===== config.mk =====
export PLATFORM = sky130hd
export DESIGN_NAME = md5_axi4lite_slave_regs_flat
export DESIGN_NICKNAME = d
export VERILOG_FILES = /design/src/rtl/md5_axi4lite_slave_regs_if.sv /design/src/rtl/md5_axi4lite_slave_regs.sv /design/src/flat_wrapper.sv
export SDC_FILE = /design/constraint.sdc
export NUM_CORES = 1
export LEC_CHECK = 0
export ABC_AREA = 0
export ABC_CLOCK_PERIOD_IN_PS = 5600
export CAP_MARGIN = 20
export CORE_AREA = 8 8 300 302
export CTS_BUF_LIST = sky130_fd_sc_hd__clkbuf_4 sky130_fd_sc_hd__clkbuf_8 sky130_fd_sc_hd__clkbuf_16
export DETAILED_ROUTE_END_ITERATION = 16
export DIE_AREA = 0 0 308 310
export GPL_TIMING_DRIVEN = 0
export HOLD_SLACK_MARGIN = 0.06
export PLACE_DENSITY = 0.67
export SLEW_MARGIN = 5
export SYNTH_ARGS = -nofsm -noshare
export SYNTH_HDL_FRONTEND = slang
export SYNTH_SLANG_ARGS = --single-unit

===== constraint.sdc =====
create_clock -name clk_i -period 5.6 [get_ports clk_i]
set_input_delay 0.56 -clock clk_i [delete_from_list [all_inputs] [get_ports clk_i]]
set_output_delay 0.56 -clock clk_i [all_outputs]
set_load 0.03 [all_outputs]

===== src/rtl/md5_axi4lite_slave_regs_if.sv =====
// rtl/md5_axi4lite_slave_regs_if.sv - AXI4-lite bus bundle between the CPU master and the MD5 register block
// Purpose: groups the five AXI4-lite channels (AW, W, B, AR, R) into one port.
// Signals: awaddr/awvalid/awready, wdata/wstrb/wvalid/wready, bresp/bvalid/bready,
//          araddr/arvalid/arready, rdata/rresp/rvalid/rready.
// Modports: master (drives addresses, data, ready for responses), slave (the register block).
interface md5_axi4lite_slave_regs_if #(
   parameter int AW = 32
);
   logic [AW-1:0] awaddr;
   logic          awvalid;
   logic          awready;
   logic [31:0]   wdata;
   logic [3:0]    wstrb;
   logic          wvalid;
   logic          wready;
   logic [1:0]    bresp;
   logic          bvalid;
   logic          bready;
   logic [AW-1:0] araddr;
   logic          arvalid;
   logic          arready;
   logic [31:0]   rdata;
   logic [1:0]    rresp;
   logic          rvalid;
   logic          rready;

   modport master (
      output awaddr, awvalid, input awready,
      output wdata, wstrb, wvalid, input wready,
      input  bresp, bvalid, output bready,
      output araddr, arvalid, input arready,
      input  rdata, rresp, rvalid, output rready
   );

   modport slave (
      input  awaddr, awvalid, output awready,
      input  wdata, wstrb, wvalid, output wready,
      output bresp, bvalid, input bready,
      input  araddr, arvalid, output arready,
      output rdata, rresp, rvalid, input rready
   );
endinterface


===== src/rtl/md5_axi4lite_slave_regs.sv =====
// rtl/md5_axi4lite_slave_regs.sv - AXI4-lite register front-end for the MD5 hash core
// Purpose: holds the 512-bit message block, issues start/reset pulses to the core and
//          returns digest and status over an AXI4-lite slave port.
// Optional feature macro: MD5_DONE_IRQ_EN (adds irq_o and the IRQ register at 0x08).
// Ports:
//   clk_i, rst_i      clock, synchronous active-high reset
//   s_axi             AXI4-lite slave modport (AW/W/B/AR/R channels)
//   msg_o             message block, MSG0 in [511:480] .. MSG15 in [31:0]
//   msg_valid_o       one-cycle start pulse to the core
//   core_rst_o        one-cycle core reset pulse
//   core_ready_i      core idle and able to accept a block
//   hash_i            digest, HASH0 in [127:96] .. HASH3 in [31:0]
//   hash_valid_i      digest valid level
//   irq_o             (MD5_DONE_IRQ_EN only) PEND & IE, registered
// Map: 0x00 CTRL WO | 0x04 STATUS RO | 0x08 IRQ RW (optional) | 0x10-0x4C MSG0-15 RW | 0x50-0x5C HASH0-3 RO
module md5_axi4lite_slave_regs #(
   parameter int AW         = 32,
   parameter int MSG_WORDS  = 16,
   parameter int HASH_WORDS = 4
) (
   input  logic                      clk_i,
   input  logic                      rst_i,
   md5_axi4lite_slave_regs_if.slave  s_axi,
   output logic [32*MSG_WORDS-1:0]   msg_o,
   output logic                      msg_valid_o,
   output logic                      core_rst_o,
   input  logic                      core_ready_i,
   input  logic [32*HASH_WORDS-1:0]  hash_i,
   input  logic                      hash_valid_i
`ifdef MD5_DONE_IRQ_EN
   ,
   output logic                      irq_o
`endif
);

   localparam logic [1:0] RESP_OKAY   = 2'b00;
   localparam logic [1:0] RESP_SLVERR = 2'b10;

   typedef enum logic {W_IDLE, W_RESP} w_state_t;
   typedef enum logic {R_IDLE, R_DATA} r_state_t;
   typedef enum logic [2:0] {A_CTRL, A_STATUS, A_IRQ, A_MSG, A_HASH, A_BAD} area_t;

   // Only addr[7:2] selects a register; anything above bit 7 must be zero.
   function automatic area_t decode(input logic [AW-1:0] addr);
      logic [5:0] idx;
      idx = addr[7:2];
      if (addr[AW-1:8] != '0) return A_BAD;
      if (idx == 6'd0) return A_CTRL;
      if (idx == 6'd1) return A_STATUS;
`ifdef MD5_DONE_IRQ_EN
      if (idx == 6'd2) return A_IRQ;
`endif
      if (idx >= 6'd4 && idx <= 6'd19) return A_MSG;
      if (idx >= 6'd20 && idx <= 6'd23) return A_HASH;
      return A_BAD;
   endfunction

   w_state_t      w_state;
   r_state_t      r_state;
   logic          aw_held;
   logic          w_held;
   logic [AW-1:0] aw_addr_q;
   logic [31:0]   w_data_q;
   logic [3:0]    w_strb_q;
   logic          bvalid_q;
   logic [1:0]    bresp_q;
   logic          rvalid_q;
   logic [1:0]    rresp_q;
   logic [31:0]   rdata_q;
   logic [31:0]   msg [MSG_WORDS];
   logic [31:0]   hash_w [HASH_WORDS];
   logic [31:0]   rd_data;
   logic [1:0]    rd_resp;
   logic          commit;
   area_t         wr_area;
   // MSG index wraps modulo 16, so (addr[5:2] - 4) maps 0x10..0x4C onto 0..15.
   logic [3:0]    wr_idx;
   logic [3:0]    rd_idx;

   assign commit  = (w_state == W_IDLE) && aw_held && w_held;
   assign wr_area = decode(aw_addr_q);
   assign wr_idx  = aw_addr_q[5:2] - 4'd4;
   assign rd_idx  = s_axi.araddr[5:2] - 4'd4;

   assign s_axi.awready = (w_state == W_IDLE) && !aw_held;
   assign s_axi.wready  = (w_state == W_IDLE) && !w_held;
   assign s_axi.bvalid  = bvalid_q;
   assign s_axi.bresp   = bresp_q;
   assign s_axi.arready = (r_state == R_IDLE);
   assign s_axi.rvalid  = rvalid_q;
   assign s_axi.rresp   = rresp_q;
   assign s_axi.rdata   = rdata_q;

   always_comb begin
      msg_o = '0;
      for (int k = 0; k < MSG_WORDS; k++) msg_o[32*(MSG_WORDS-1-k) +: 32] = msg[k];
      for (int k = 0; k < HASH_WORDS; k++) hash_w[k] = hash_i[32*(HASH_WORDS-1-k) +: 32];
   end

`ifdef MD5_DONE_IRQ_EN
   logic irq_pend;
   logic irq_ie;
   logic hash_valid_q;
   logic irq_wr;

   assign irq_wr = commit && (wr_area == A_IRQ) && w_strb_q[0];

   always_ff @(posedge clk_i) begin
      if (rst_i) begin
         irq_pend     <= 1'b0;
         irq_ie       <= 1'b0;
         hash_valid_q <= 1'b0;
         irq_o        <= 1'b0;
      end else begin
         hash_valid_q <= hash_valid_i;
         irq_o        <= irq_pend & irq_ie;
         if (irq_wr) begin
            irq_ie <= w_data_q[1];
            if (w_data_q[0]) irq_pend <= 1'b0;
         end
         // Last assignment wins: a new digest edge beats a same-cycle clear.
         if (hash_valid_i && !hash_valid_q) irq_pend <= 1'b1;
      end
   end
`endif

   // Write channel: AW and W are captured independently, committed together one edge later.
   always_ff @(posedge clk_i) begin
      if (rst_i) begin
         w_state     <= W_IDLE;
         aw_held     <= 1'b0;
         w_held      <= 1'b0;
         aw_addr_q   <= '0;
         w_data_q    <= '0;
         w_strb_q    <= '0;
         bvalid_q    <= 1'b0;
         bresp_q     <= RESP_OKAY;
         msg_valid_o <= 1'b0;
         core_rst_o  <= 1'b0;
         for (int k = 0; k < MSG_WORDS; k++) msg[k] <= '0;
      end else begin
         msg_valid_o <= 1'b0;
         core_rst_o  <= 1'b0;
         case (w_state)
            W_IDLE: begin
               if (s_axi.awvalid && !aw_held) begin
                  aw_held   <= 1'b1;
                  aw_addr_q <= s_axi.awaddr;
               end
               if (s_axi.wvalid && !w_held) begin
                  w_held   <= 1'b1;
                  w_data_q <= s_axi.wdata;
                  w_strb_q <= s_axi.wstrb;
               end
               if (commit) begin
                  aw_held  <= 1'b0;
                  w_held   <= 1'b0;
                  bvalid_q <= 1'b1;
                  bresp_q  <= RESP_OKAY;
                  w_state  <= W_RESP;
                  case (wr_area)
                     A_CTRL: begin
                        if (w_strb_q[0]) begin
                           // RST takes priority and suppresses START in the same write.
                           if (w_data_q[1]) begin
                              core_rst_o <= 1'b1;
                           end else if (w_data_q[0]) begin
                              if (core_ready_i) msg_valid_o <= 1'b1;
                              else              bresp_q     <= RESP_SLVERR;
                           end
                        end
                     end
                     A_MSG: begin
                        for (int b = 0; b < 4; b++)
                           if (w_strb_q[b]) msg[wr_idx][8*b +: 8] <= w_data_q[8*b +: 8];
                     end
`ifdef MD5_DONE_IRQ_EN
                     A_IRQ: bresp_q <= RESP_OKAY;
`endif
                     default: bresp_q <= RESP_SLVERR;
                  endcase
               end
            end
            W_RESP: begin
               if (s_axi.bready) begin
                  bvalid_q <= 1'b0;
                  w_state  <= W_IDLE;
               end
            end
            default: w_state <= W_IDLE;
         endcase
      end
   end

   // Read data is taken from the current register contents, so a same-edge write
   // commit to the same MSG word is not yet visible.
   always_comb begin
      rd_data = '0;
      rd_resp = RESP_OKAY;
      case (decode(s_axi.araddr))
         A_CTRL:   rd_data = '0;
         A_STATUS: rd_data = {30'd0, hash_valid_i, core_ready_i};
`ifdef MD5_DONE_IRQ_EN
         A_IRQ:    rd_data = {30'd0, irq_ie, irq_pend};
`endif
         A_MSG:    rd_data = msg[rd_idx];
         A_HASH:   rd_data = hash_w[s_axi.araddr[3:2]];
         default:  rd_resp = RESP_SLVERR;
      endcase
   end

   always_ff @(posedge clk_i) begin
      if (rst_i) begin
         r_state  <= R_IDLE;
         rvalid_q <= 1'b0;
         rresp_q  <= RESP_OKAY;
         rdata_q  <= '0;
      end else begin
         case (r_state)
            R_IDLE: begin
               if (s_axi.arvalid) begin
                  rdata_q  <= rd_data;
                  rresp_q  <= rd_resp;
                  rvalid_q <= 1'b1;
                  r_state  <= R_DATA;
               end
            end
            R_DATA: begin
               if (s_axi.rready) begin
                  rvalid_q <= 1'b0;
                  r_state  <= R_IDLE;
               end
            end
            default: r_state <= R_IDLE;
         endcase
      end
   end

endmodule


===== src/flat_wrapper.sv =====
// flat-port wrapper written by rule: the top's interface ports become plain ports
module md5_axi4lite_slave_regs_flat 
#(
   parameter int AW         = 32,
   parameter int MSG_WORDS  = 16,
   parameter int HASH_WORDS = 4
)
  (clk_i, rst_i, msg_o, msg_valid_o, core_rst_o, core_ready_i, hash_i, hash_valid_i, s_axi_awaddr, s_axi_awvalid, s_axi_awready, s_axi_wdata, s_axi_wstrb, s_axi_wvalid, s_axi_wready, s_axi_bresp, s_axi_bvalid, s_axi_bready, s_axi_araddr, s_axi_arvalid, s_axi_arready, s_axi_rdata, s_axi_rresp, s_axi_rvalid, s_axi_rready);
  md5_axi4lite_slave_regs_if #(.AW(AW)) s_axi_i ();
  input  logic clk_i;
  input  logic rst_i;
  output logic [32*MSG_WORDS-1:0] msg_o;
  output logic msg_valid_o;
  output logic core_rst_o;
  input  logic core_ready_i;
  input  logic [32*HASH_WORDS-1:0] hash_i;
  input  logic hash_valid_i;
  input wire logic [$bits(s_axi_i.awaddr)-1:0] s_axi_awaddr;
  input wire logic [$bits(s_axi_i.awvalid)-1:0] s_axi_awvalid;
  output wire logic [$bits(s_axi_i.awready)-1:0] s_axi_awready;
  input wire logic [$bits(s_axi_i.wdata)-1:0] s_axi_wdata;
  input wire logic [$bits(s_axi_i.wstrb)-1:0] s_axi_wstrb;
  input wire logic [$bits(s_axi_i.wvalid)-1:0] s_axi_wvalid;
  output wire logic [$bits(s_axi_i.wready)-1:0] s_axi_wready;
  output wire logic [$bits(s_axi_i.bresp)-1:0] s_axi_bresp;
  output wire logic [$bits(s_axi_i.bvalid)-1:0] s_axi_bvalid;
  input wire logic [$bits(s_axi_i.bready)-1:0] s_axi_bready;
  input wire logic [$bits(s_axi_i.araddr)-1:0] s_axi_araddr;
  input wire logic [$bits(s_axi_i.arvalid)-1:0] s_axi_arvalid;
  output wire logic [$bits(s_axi_i.arready)-1:0] s_axi_arready;
  output wire logic [$bits(s_axi_i.rdata)-1:0] s_axi_rdata;
  output wire logic [$bits(s_axi_i.rresp)-1:0] s_axi_rresp;
  output wire logic [$bits(s_axi_i.rvalid)-1:0] s_axi_rvalid;
  input wire logic [$bits(s_axi_i.rready)-1:0] s_axi_rready;
  assign s_axi_i.awaddr = s_axi_awaddr;
  assign s_axi_i.awvalid = s_axi_awvalid;
  assign s_axi_awready = s_axi_i.awready;
  assign s_axi_i.wdata = s_axi_wdata;
  assign s_axi_i.wstrb = s_axi_wstrb;
  assign s_axi_i.wvalid = s_axi_wvalid;
  assign s_axi_wready = s_axi_i.wready;
  assign s_axi_bresp = s_axi_i.bresp;
  assign s_axi_bvalid = s_axi_i.bvalid;
  assign s_axi_i.bready = s_axi_bready;
  assign s_axi_i.araddr = s_axi_araddr;
  assign s_axi_i.arvalid = s_axi_arvalid;
  assign s_axi_arready = s_axi_i.arready;
  assign s_axi_rdata = s_axi_i.rdata;
  assign s_axi_rresp = s_axi_i.rresp;
  assign s_axi_rvalid = s_axi_i.rvalid;
  assign s_axi_i.rready = s_axi_rready;
  md5_axi4lite_slave_regs #(.AW(AW), .MSG_WORDS(MSG_WORDS), .HASH_WORDS(HASH_WORDS)) u_core (.clk_i(clk_i), .rst_i(rst_i), .s_axi(s_axi_i), .msg_o(msg_o), .msg_valid_o(msg_valid_o), .core_rst_o(core_rst_o), .core_ready_i(core_ready_i), .hash_i(hash_i), .hash_valid_i(hash_valid_i));
endmodule

==> run summary <==
Final ANT Viol Nets = 0
switch share = 27.40%
Nets = 3228
GRT Max-Usage Layer = met2
fillers = 7936
Max Slew Vio Count = 0
post-DP HPWL = 126800 microns
Sequential Power Share = 45.4%
Multi-input gate area = 8966 sq um
Register Area = 17540 sq um
Post-synth EDFFs = 512
Clock Path Buffers = 3
CTS root buffer = clkbuf_16
via-per-instance ratio = 5.720
CP max-delay cell = clkbuf_1
core area = 85670 sq um
clock-pin slew on the worst setup and hold paths = 0.06 ns
Placement Cell Area = 36880 sq um
ys async rst share = 0%
1st-iter DRT viols = 3055
critical-path cell list = clkdlybuf4s50_1 -> clkbuf_1 -> clkbuf_1 -> inv_1 -> ha_1 -> clkbuf_1 -> nor2b_1 -> clkbuf_1 -> a22o_1 -> nor2_1 -> o21ai_0
chip width = 308 microns
CP max stage delay = 0.84 ns
area grow syn2layout = 43.38%
final hold vios = 0
Total GRT Usage = 32.26%
Overflow after GRT = 0
met1 global-route usage = 36.32%
leakage power total = 13.08 nW
Synth Flop Type = edfxtp_1
CTS Sinks = 620
initial antenna violation count = 10
met3 Usage GRT = 12.49%
Logic pwr share = 14.7%
drt drc = 0
NetSw = 0.003179 W
GR met2 Demand/Resource = 53.84%
Initial Util = 31.91%
Arr. time, crit path = 5.34 ns
Design Power = 0.01161 W
final std cells w/o fill = 4199
Cell Int Power = 0.008426 W
final setup fails = 0
share of layout cells above drive strength 1 = 13.82%
clock share of power = 39.9%
startpoint types = input port
setup repair after global routing missed its margin = false
routability cong. = 0.9429
vias = 24.02k
P per Cell Area = 296.1 nW/um^2
Yosys cell types = 47
status = finished, final reports clean
Clock Skews = 0.03565 ns
WS Path Type = in2reg
vias in the first global route = 23.25k
CP max FO = 10
PortBufs = 782
Worst Tran Pin Value = 1.259 ns
syn avg cell area = 12.94 sq um
first drt pass iteration count = 5
Max-Cap Viols = 0
CTS Buf Count = 69
Mapped Area = 27340 sq um
hold buffer count at CTS = 0
min Tclk post-route = 4.792 ns
dpl cells = 4067
first-pass GRT wire length = 207300 microns
Yosys reg bits = 620
CTS tree = yes
IO Pins = 792
floorplan row count = 108
Die H = 310 microns
crit share post-route = 85.58%
final WL = 161900 microns
pin count of the biggest net entering global routing = 16
sequential area share after synthesis = 64.14%
CP most frequent cell = clkbuf_1
Crit. End Element = register
Hold Path Class = reg2reg
Synth Instances = 2113
WL/cell = 38.56 microns
worst endpoint required time = 6.14 ns
postcts setup bufs = 0
Setup WS post-layout = 0.8076 ns
warnings from Yosys = 0
die area = 95480 sq um
H-tree depth = 3
Worst VDD drop = 0.0001892 V
pre-CTS setup slack = 0.1827 ns
f_max = 208.7 MHz
cells resized by post-CTS repair = 0
max-slew headroom at the worst pin = 15.74%
fin area = 39200 sq um
Worst-Skew Late Latency = 0.62 ns
[power groups by stage]
| stage | Combinational, W | Sequential, W | Clock [W] |
|---|---|---|---|
| after global routing | 0.00174 | 0.00528 | 0.00477 |
| after CTS | 0.00168 | 0.00527 | 0.00461 |
| after detailed placement | 0.00168 | 0.00536 | 0 |
| after global placement | 0.00165 | 0.00536 | 0 |
| after floorplan | 0.000513 | 0.00558 | 0 |
| final | 0.00170 | 0.00527 | 0.00463 |
[cells in the final DEF, fill, tap and decap left out, drive strengths merged, types with 5 or more instances in the layout]
cell           count
mux2              10
nor4              16
clkbuf           247
a21oi             70
nor2b              5
mux4             155
inv               12
clkdlybuf4s50    782
a22oi              6
a22o              44
dfxtp            108
nand4              7
a31oi             31
nor2             548
and3               5
o21ai             35
nand3             11
nand2            200
buf               65
edfxtp           512
and2              33
o221ai             5
a31o              65
nand2b             8
clkinv            23
[metrics by stage]
stage	hold slack [ns]	setup TNS (ns)	util, %
finish	0.4539	0	45.75
global route	0.4689	0	45.75
detailed placement	0.4468	0	43.05
CTS	0.4549	0	45.67
global placement	0.4432	-7.555	42.74
floorplan	0.4360	0	-
[area by class of cell]
cell class / instances / area share (%)
inverter: 7 / 0.06703
timing repair buffer: 803 / 20.75
multi-input combinational: 1285 / 22.87
sequential: 620 / 44.74
buffer: 202 / 2.116
clock buffer: 89 / 4.925
antenna: 4 / 0.02554
clock inverter: 34 / 0.8139
tap: 1155 / 3.687
[state kept, by name, indices dropped and copies added (netlist names)]
name,flops
u_core.msg,512
u_core.s_axi.rdata,32
u_core.w_data_q,32
u_core.aw_addr_q,30
u_core.w_strb_q,4
u_core.aw_held,1
u_core.core_rst_o,1
u_core.msg_valid_o,1
u_core.r_state,1
u_core.s_axi.bresp,1
u_core.s_axi.bvalid,1
u_core.s_axi.rresp,1
u_core.s_axi.rvalid,1
u_core.w_held,1
u_core.w_state,1
[path summary, 6_finish.rpt]
| path | start | to | slack (ns) | depth (start not counted) |
|---|---|---|---|---|
| hold / removal | u_core.aw_addr_q[20] | u_core.aw_addr_q[20] | 0.45 | 2 |
| setup / recovery | s_axi_araddr[4] | u_core.s_axi.rdata[31] | 0.81 | 11 |
| setup reg to reg | u_core.aw_addr_q[11] | u_core.msg[0][24] | 2.34 | 7 |
| hold reg to reg | u_core.aw_addr_q[20] | u_core.aw_addr_q[20] | 0.45 | 2 |
[synth_stat cells, types with 3 or more instances]
cell type / instances / share of area (%)
a21oi_1: 70 / 1.3
nand2_1: 200 / 2.7
buf_1: 4 / 0.055
o21ai_0: 5 / 0.092
buf_2: 34 / 0.62
nand4_1: 7 / 0.16
nor4_1: 14 / 0.32
and3_1: 5 / 0.11
inv_1: 7 / 0.096
nor2b_1: 5 / 0.11
clkbuf_1: 158 / 2.2
mux4_2: 155 / 13
ha_1: 3 / 0.14
a22o_1: 44 / 1.4
and2_1: 32 / 0.73
edfxtp_1: 512 / 56
mux2_2: 10 / 0.41
a22oi_1: 6 / 0.16
dfxtp_1: 108 / 7.9
nor3b_1: 4 / 0.11
nor3_1: 4 / 0.073
o221ai_1: 5 / 0.16
buf_4: 6 / 0.16
a31o_2: 65 / 2.1
o21ai_1: 30 / 0.55
a31oi_1: 31 / 0.71
nand2b_1: 8 / 0.18
nand3_1: 11 / 0.20
nor2_1: 548 / 7.5
[routing by layer]
layer,share of wire [%],routed length [microns]
met5,0.036,59
met4,5.5,8954
met3,13,20900
met2,47,76610
met1,34,55400
[cell families (layout without fill, tap and decap cells)]
logic type / count (synthesis) / after routing / share of synthesized area (%)
buffers and inverters: 209 / 1135 / 3.107
muxes: 165 / 165 / 13.18
AOI/OAI and AO/OA: 265 / 265 / 6.718
DFF: 620 / 620 / 64.14
adders and majority gates: 3 / 3 / 0.1373
and+or+nand+nor: 850 / 850 / 12.70
other: 1 / 6 / 0.01372
[worst max-delay path, delay by kind of cell]
kind	cells	cell delay [ns]
compound gates	2	0.49
fa+ha+maj	1	0.34
simple gates	2	0.72
buf+inv	6	3.22
Note: power is estimated with default switching activity, not from simulation.
